==> src/rtl/wb_port_arbiter.sv <==
// Two-source register-file write-port arbiter: in-order pipeline writeback vs. buffered MDU results.
// Optional pending-write scoreboard enabled by defining WBARB_SCOREBOARD_EN.
module wb_port_arbiter #(
  parameter int FIFO_DEPTH   = 2,
  parameter int STARVE_LIMIT = 4
) (
  input  logic        clk,
  input  logic        rst,
  input  logic        pipe_valid,
  output logic        pipe_ready,
  input  logic [4:0]  pipe_wd,
  input  logic [63:0] pipe_data,
  input  logic        mdu_valid,
  output logic        mdu_ready,
  input  logic [4:0]  mdu_wd,
  input  logic [63:0] mdu_data,
  input  logic        iss_valid,
  input  logic [4:0]  iss_wd,
  output logic        wbEn,
  output logic [4:0]  wd,
  output logic [63:0] wbData,
  output logic        cm_valid,
  output logic        cm_src,
  output logic [31:0] busy
);

  localparam int PTR_W = (FIFO_DEPTH > 1) ? $clog2(FIFO_DEPTH) : 1;
  localparam int CNT_W = PTR_W + 1;
  localparam int STV_W = $clog2(STARVE_LIMIT + 1);

  logic [4:0]       fifoWd   [FIFO_DEPTH];
  logic [63:0]      fifoData [FIFO_DEPTH];
  logic [PTR_W-1:0] wrPtr;
  logic [PTR_W-1:0] rdPtr;
  logic [CNT_W-1:0] count;
  logic [STV_W-1:0] starveCnt;

  logic        mduHead;
  logic        starved;
  logic        grantPipe;
  logic        grantMdu;
  logic        grant;
  logic        push;
  logic [4:0]  gWd;
  logic [63:0] gData;

  // p0: arbitration on the current requests and FIFO head
  always_comb begin
    mduHead   = (count != '0);
    starved   = (starveCnt == STV_W'(STARVE_LIMIT));
    grantPipe = pipe_valid && !(starved && mduHead);
    grantMdu  = mduHead && !grantPipe;
    grant     = grantPipe || grantMdu;
    mdu_ready = (count < CNT_W'(FIFO_DEPTH));
    push      = mdu_valid && mdu_ready;
    gWd       = grantMdu ? fifoWd[rdPtr]   : pipe_wd;
    gData     = grantMdu ? fifoData[rdPtr] : pipe_data;
  end

  assign pipe_ready = grantPipe;

  // FIFO storage carries data only, so it is not reset
  always_ff @(posedge clk) begin
    if (push) begin
      fifoWd[wrPtr]   <= mdu_wd;
      fifoData[wrPtr] <= mdu_data;
    end
  end

  always_ff @(posedge clk) begin
    if (rst) begin
      wrPtr <= '0;
      rdPtr <= '0;
      count <= '0;
    end else begin
      if (push)
        wrPtr <= wrPtr + PTR_W'(1);
      if (grantMdu)
        rdPtr <= rdPtr + PTR_W'(1);
      if (push && !grantMdu)
        count <= count + CNT_W'(1);
      else if (!push && grantMdu)
        count <= count - CNT_W'(1);
    end
  end

  always_ff @(posedge clk) begin
    if (rst || !mduHead || grantMdu)
      starveCnt <= '0;
    else if (grantPipe && !starved)
      starveCnt <= starveCnt + STV_W'(1);
  end

  // p1: registered write port and commit report
  always_ff @(posedge clk) begin
    if (rst) begin
      wbEn     <= 1'b0;
      wd       <= '0;
      wbData   <= '0;
      cm_valid <= 1'b0;
      cm_src   <= 1'b0;
    end else begin
      wbEn     <= grant && (gWd != 5'd0);
      cm_valid <= grant;
      if (grant) begin
        wd     <= gWd;
        wbData <= gData;
        cm_src <= grantMdu;
      end
    end
  end

`ifdef WBARB_SCOREBOARD_EN
  logic [31:0] busyQ;
  logic [31:0] busyNext;

  // Set is applied after clear so a same-cycle reissue keeps the bit
  always_comb begin
    busyNext = busyQ;
    if (grantMdu)
      busyNext[gWd] = 1'b0;
    if (iss_valid)
      busyNext[iss_wd] = 1'b1;
    busyNext[0] = 1'b0;
  end

  always_ff @(posedge clk) begin
    if (rst)
      busyQ <= '0;
    else
      busyQ <= busyNext;
  end

  assign busy = busyQ;
`else
  logic unusedIss;
  assign unusedIss = ^{iss_valid, iss_wd};
  assign busy      = 32'b0;
`endif

endmodule

==> config.mk <==
export PLATFORM = sky130hd
export DESIGN_NAME = wb_port_arbiter
export DESIGN_NICKNAME = d
export VERILOG_FILES = /design/src/rtl/wb_port_arbiter.sv
export SDC_FILE = /design/constraint.sdc
export NUM_CORES = 1
export LEC_CHECK = 0
export CAP_MARGIN = 20
export CORE_MARGIN = 2
export CORE_UTILIZATION = 40
export DETAILED_ROUTE_END_ITERATION = 8
export DONT_BUFFER_PORTS = 1
export HOLD_SLACK_MARGIN = 0.05
export SYNTH_ARGS = -nofsm -noshare
export SYNTH_HDL_FRONTEND = slang
export SYNTH_SLANG_ARGS = --single-unit
==> constraint.sdc <==
create_clock -name clk -period 5.47 [get_ports clk]
set_input_delay 1.3675 -clock clk [delete_from_list [all_inputs] [get_ports clk]]
set_output_delay 1.3675 -clock clk [all_outputs]
set_load 0.05 [all_outputs]
Yosys cells after proc, flatten, opt, wreduce, memory -nomap -nowiden
Memory sizes are Yosys's and may differ from the RTL's. A register that Yosys moved wholly into a read port is not among the register bits.
Index checks and enable logic that the tools add are counted.
Widths: inputs -> output; s select.
- bits in registers: 79
- RAM bits: 138
- output and inout bits: 106
- word-level logic and storage cells: 48
- memories: 2
- memories (memory ; depth ; bits a word ; read ports ; clocked after Yosys merged registers in ; wr ports ; line ; RTL):
    fifoData ; 2 ; 64 ; 1 ; 1 ; 1 ; 32 ; logic [63:0] fifoData [FIFO_DEPTH];
    fifoWd ; 2 ; 5 ; 1 ; 1 ; 1 ; 31 ; logic [4:0] fifoWd [FIFO_DEPTH];
- add/sub/neg operators: 5
- magnitude comparators: 1
- equal/unequal tests: 1
- muxes and demuxes: 10
- reduce and logical (&&, ||, !) cells: 20
- operators with widths (kind ; number):
    $mux 64 ; 1
    $logic_and 1x1->1 ; 8
    $logic_not 1->1 ; 6
    $mux 1 ; 6
    $mux 5 ; 1
    $reduce_bool 5->1 ; 1
    $mux 2 ; 2
    $reduce_bool 2->1 ; 2
    $add 3x1->3 const B ; 1
    $eq 3x3->1 const B ; 1
    $logic_or 1x1->1 ; 3
    $add 1x1->1 const B ; 2
    $add 2x1->2 const B ; 1
    $lt 2x2->1 const B ; 1
    $sub 2x1->2 const B ; 1

Depth between registers and ports, before layout
- depth in word-level cells: 9
- depth in mapped cells: 9
- depth with buffers taken out: 8

Worst setup path after synthesis
No wires, ideal clock.
- path type: input port to flip-flop
- start point: input port mdu_valid
- end point: memory fifoData[0][0], enable pin
- setup time: 505 ps
- data arrival time: 4621 ps
- required time: 4965 ps
- setup slack: 344 ps
- cell stages on the path: 2
- cells stage by stage: and2b_1 > nor2b_1
- longest elaborated chain between the ends: 3
- ends and longest elaborated chain (element ; line ; RTL):
    start: declaration ; 13 ; input logic mdu_valid,
    $logic_and 1x1->1 ; 55 ; push = mdu_valid && mdu_ready;
    $mux 1 ; 64 ; if (push) begin
    $mux 1 (not written as such) ; 66 ; fifoData[wrPtr] <= mdu_data;
    end: declaration ; 32 ;
Every way passes these cells.

Final worst setup path
- start point: input port pipe_valid
- end point: output port pipe_ready
- longest elaborated chain between the ends: 1
- ends and longest elaborated chain (element ; line ; RTL):
    start: declaration ; 9 ; input logic pipe_valid,
    $logic_and 1x1->1 ; 51 ; grantPipe = pipe_valid && !(starved && mduHead);
    end: declaration ; 10 ; output logic pipe_ready,
Every way passes these cells.

==> out/results.txt <==
STA classifies the critical path endpoint as an output port. Before antenna repair, the detailed router went through 4 iterations. Setup violations remaining at the end of the flow were counted as 0. Number of H-tree branching levels: 1. Setup repair after global routing left no endpoint under its margin. In this run the static leakage power is 3.24 nW. The hold violation total from the final report was 0; the final critical-path required period was 3.15 ns. Height of the die: 156 µm.

The routability-driven placement congestion ratio is 0.773. In this run, post-CTS hold repair placed 0 buffers. In this run, the combinational gates consume 21.1% of the power. In this run the most critical hold path is launched from starveCnt[0]. After layout, the worst path uses 57.5% of the clock period. The required time of the worst setup path is 4.10 ns, and the cell depth of the worst hold path is 1. The run gives 44.6% as the end-of-flow core utilization. At the end of the flow, the number of nets in the layout was 829. Sequential fraction of the synthesis area: 61.9%.

The count of flip-flops with a built-in enable after synthesis is 138, and the largest vdd supply drop is 0.294 mV. The initial antenna violation count was 0; the number of global-route vias before repair was 5729. Measured against its own limit, the worst slew margin works out to 30.8%. In this run the worst hold path is classified as reg2reg.

Entering global routing, the biggest net connects 79 pins. The tools report the largest buffer count on any clock path as 3. Summed over all layers, the routed wires come to 20500 µm.

For the worst-skew pair, the clock arrives at the later sink with an insertion delay of 0.51 ns. The count of unique library cells instantiated by Yosys was 43. The tools report the critical path launch point type as an input pin.

Class of the most critical setup path: in2out. Clock skew on the completed layout was measured at 0.0137 ns. Post-CTS timing repair inserted 0 buffers for setup.

The worst register-to-register path has a depth of 9. Summing every instance area after synthesis gives 0.00928 mm². Measured slew at the worst slew-check pin: 1.04 ns. The run gives 0 as the count of inserted antenna diode cells. The run finished with clean final reports. The first global-routing pass estimated 31700 µm of wire.

After filler insertion, the fill cell instance count of the layout stands at 2071. The area growth from synthesis to layout is 8.99%. Once the clock tree was built, the resizer swapped 0 gates to a different size.

The count of synthesis-stage warnings from yosys is 0. In this design, the stage delay of the slowest critical-path cell is 0.41 ns. The final count of pins violating max slew came out at 0. CTS saw 218 sinks. The synthesized design contains 218 register bits. Across every metal layer, demand over resource in global routing totals 16.4%. The predominant post-synthesis flop cell was sky130_fd_sc_hd__edfxtp_1.

For this run, design rule violations remaining after detail routing come to 0. The logs give 5516 for the via count of the routed design and 703 for the number of cells produced by synthesis. The sum of negative setup slack was 0 ns. Clock tree synthesis selected as its root buffer the cell sky130_fd_sc_hd__clkbuf_16. TritonCTS built the clock tree. For the standard cell core area, the log shows 0.0227 mm². The initial utilization of the core area, before any placement, comes to 40.9%. Max-cap violations in this run came to 0. Static timing analysis puts the maximum clock frequency at 0.318 GHz. The analysis attributes to net switching a power of 0.00224 W. STA puts the critical path data arrival time at 1.78 ns. Switching share of total power: 38.7%.

Dividing the synthesized area by the synthesized cell count gives 13.2 µm². The logs give 2.32 ns for the post-layout worst setup margin and 0.0244 mm² for the full die area. Clock-pin slew was measured on the worst setup and hold paths at 0.06 ns.

In the layout the commonest cells are sky130_fd_sc_hd__edfxtp_1, sky130_fd_sc_hd__dfxtp_1, sky130_fd_sc_hd__a21oi_1, sky130_fd_sc_hd__nand2_1, sky130_fd_sc_hd__nor2b_1. In the final routed layout, each cell accounts on average for 20.9 µm. Broken down by cell family, the worst path's largest delay share belongs to compound AO/OA/AOI/OAI gates. The proportion of synthesized flip-flops having asynchronous set or reset works out to 0%.

For this design the ratio of total power to cell area is 573 mW/mm². The slowest cell on the critical path was sky130_fd_sc_hd__o21a_1. Once detailed placement completed, the half-perimeter wirelength came to 13000 µm.

Registers are responsible for 49.6% of the overall power. Pin placement for this block handled 254 I/O pins. From left edge to right edge, the die measures 156 µm. In this run the remaining antenna-violating nets after routing total 0. In this run the worst setup path begins at pipe_valid. The number of buffers and inverters on the critical path is 0. The launch instance of the worst register-to-register path is starveCnt[0]. The number of stages on the worst setup path came out at 1.

The per-cell via count in the routed design is 5.62. Leaving out fill and tap cells, the most frequent cell in the layout is sky130_fd_sc_hd__edfxtp_1. The number of clock buffers added by TritonCTS is 24. In this run the tool buffered the top-level ports with 0 buffer cells.

The violation count after the first detailed-route iteration was 301. Traced cell by cell, the critical path runs through o21a_1. The tools report the leftover overflow at the end of global routing as 0. The clock network is responsible for 29.3% of the overall power.

In the final layout, the share of cells above drive strength 1 is 16.4%. The floorplan has 55 rows. At the placement stage, the worst setup path has a slack of 2.12 ns. The cell-internal power is 0.00356 W. The largest driver fanout on the critical path was 8. Summing internal, switching and leakage power gives 0.00580 W.
final cells by class:
class | instances | area, µm² | area share (%)
Sequential cell | 218 | 5750 | 56.8
Multi-Input combinational cell | 418 | 3020 | 29.9
Clock buffer | 28 | 657 | 6.49
Tap cell | 285 | 357 | 3.52
Clock inverter | 16 | 191 | 1.89
Timing Repair Buffer | 12 | 128 | 1.26
Inverter | 4 | 15.0 | 0.148
worst reg2reg max path, delay by kind of cell (launching register included):
family	cells	cell delay (ns)
XOR/XNOR	1	0.16
AND/OR/NAND/NOR	2	0.54
flip-flops	1	0.33
AO/OA/AOI/OAI	2	0.30
buffers and inverters	2	0.64
adder cells (fa/ha/maj)	2	0.51
final timing paths:
path	endpoint	slack (ns)
max reg2reg	count[1]	2.92
min	starveCnt[0]	0.46
min reg2reg	starveCnt[0]	0.46
max	pipe_ready	2.32
per-layer routing:
metal | vias up | global-route usage (%) | wire (µm)
li1 | 2573 | - | -
met1 | 2701 | 19.5 | 8100
met2 | 214 | 29.2 | 10300
met3 | 28 | 4.76 | 1680
met4 | 0 | 4.28 | 359
met5 | - | 0 | 0
Yosys cell counts (2+ instances only):
master,count,area share [%]
sky130_fd_sc_hd__a2111oi_0,24,2.3
sky130_fd_sc_hd__ha_1,3,0.40
sky130_fd_sc_hd__buf_4,41,3.3
sky130_fd_sc_hd__a2111oi_4,6,1.8
sky130_fd_sc_hd__buf_6,13,1.6
sky130_fd_sc_hd__nor2b_1,69,4.7
sky130_fd_sc_hd__nor2_1,2,0.081
sky130_fd_sc_hd__dfxtp_1,80,17
sky130_fd_sc_hd__buf_2,23,1.2
sky130_fd_sc_hd__mux2_2,2,0.24
sky130_fd_sc_hd__or3_1,2,0.13
sky130_fd_sc_hd__a21oi_1,73,3.9
sky130_fd_sc_hd__nand2_1,70,2.8
sky130_fd_sc_hd__xnor2_1,2,0.19
sky130_fd_sc_hd__inv_1,4,0.16
sky130_fd_sc_hd__nor4_1,3,0.20
sky130_fd_sc_hd__o31ai_1,60,4.9
sky130_fd_sc_hd__xor2_1,2,0.19
sky130_fd_sc_hd__clkbuf_1,17,0.69
sky130_fd_sc_hd__a2111oi_2,38,6.1
sky130_fd_sc_hd__nor4b_1,2,0.19
sky130_fd_sc_hd__edfxtp_1,138,45
sky130_fd_sc_hd__o31ai_2,8,1.1
sky130_fd_sc_hd__o21ai_0,2,0.11
stage by stage:
step / hold slack [ns] / cells / instance area (µm²)
floorplan: 0.432 / 734 / 9400
global placement: 0.439 / 936 / 9250
detailed placement: 0.460 / 936 / 9250
CTS: 0.466 / 980 / 10100
global route: 0.489 / 981 / 10100
finish: 0.461 / 981 / 10100
sequential cells by signal (all words and copies together) (netlist names), named ones only:
register	count
cm_src	1
wbData	64
count	2
starveCnt	3
wrPtr	1
cm_valid	1
rdPtr	1
fifoData	128
wbEn	1
fifoWd	10
wd	5
cells by family (layout without fill, tap and decap cells):
logic type,after synthesis,in the layout,synth area share [%]
DFF,218,218,61.9
adders and majority gates,3,3,0.404
and+or+nand+nor,158,158,8.94
buffers and inverters,98,60,6.98
AOI/OAI and AO/OA,219,219,21.1
xor gates and xnor gates,4,4,0.377
muxes,2,2,0.243
other,1,32,0.0404
power by group through the flow:
| stage | logic, W | registers [W] | clock network [W] |
|---|---|---|---|
| 2_1_floorplan | 0.00110 | 0.00283 | 0 |
| 3_3_place_gp | 0.00118 | 0.00290 | 0 |
| 3_5_place_dp | 0.00123 | 0.00291 | 0 |
| 4_1_cts | 0.00123 | 0.00288 | 0.00175 |
| 5_1_grt | 0.00135 | 0.00291 | 0.00181 |
| 6_report | 0.00122 | 0.00287 | 0.00170 |
(Power assumes the default switching activity.)
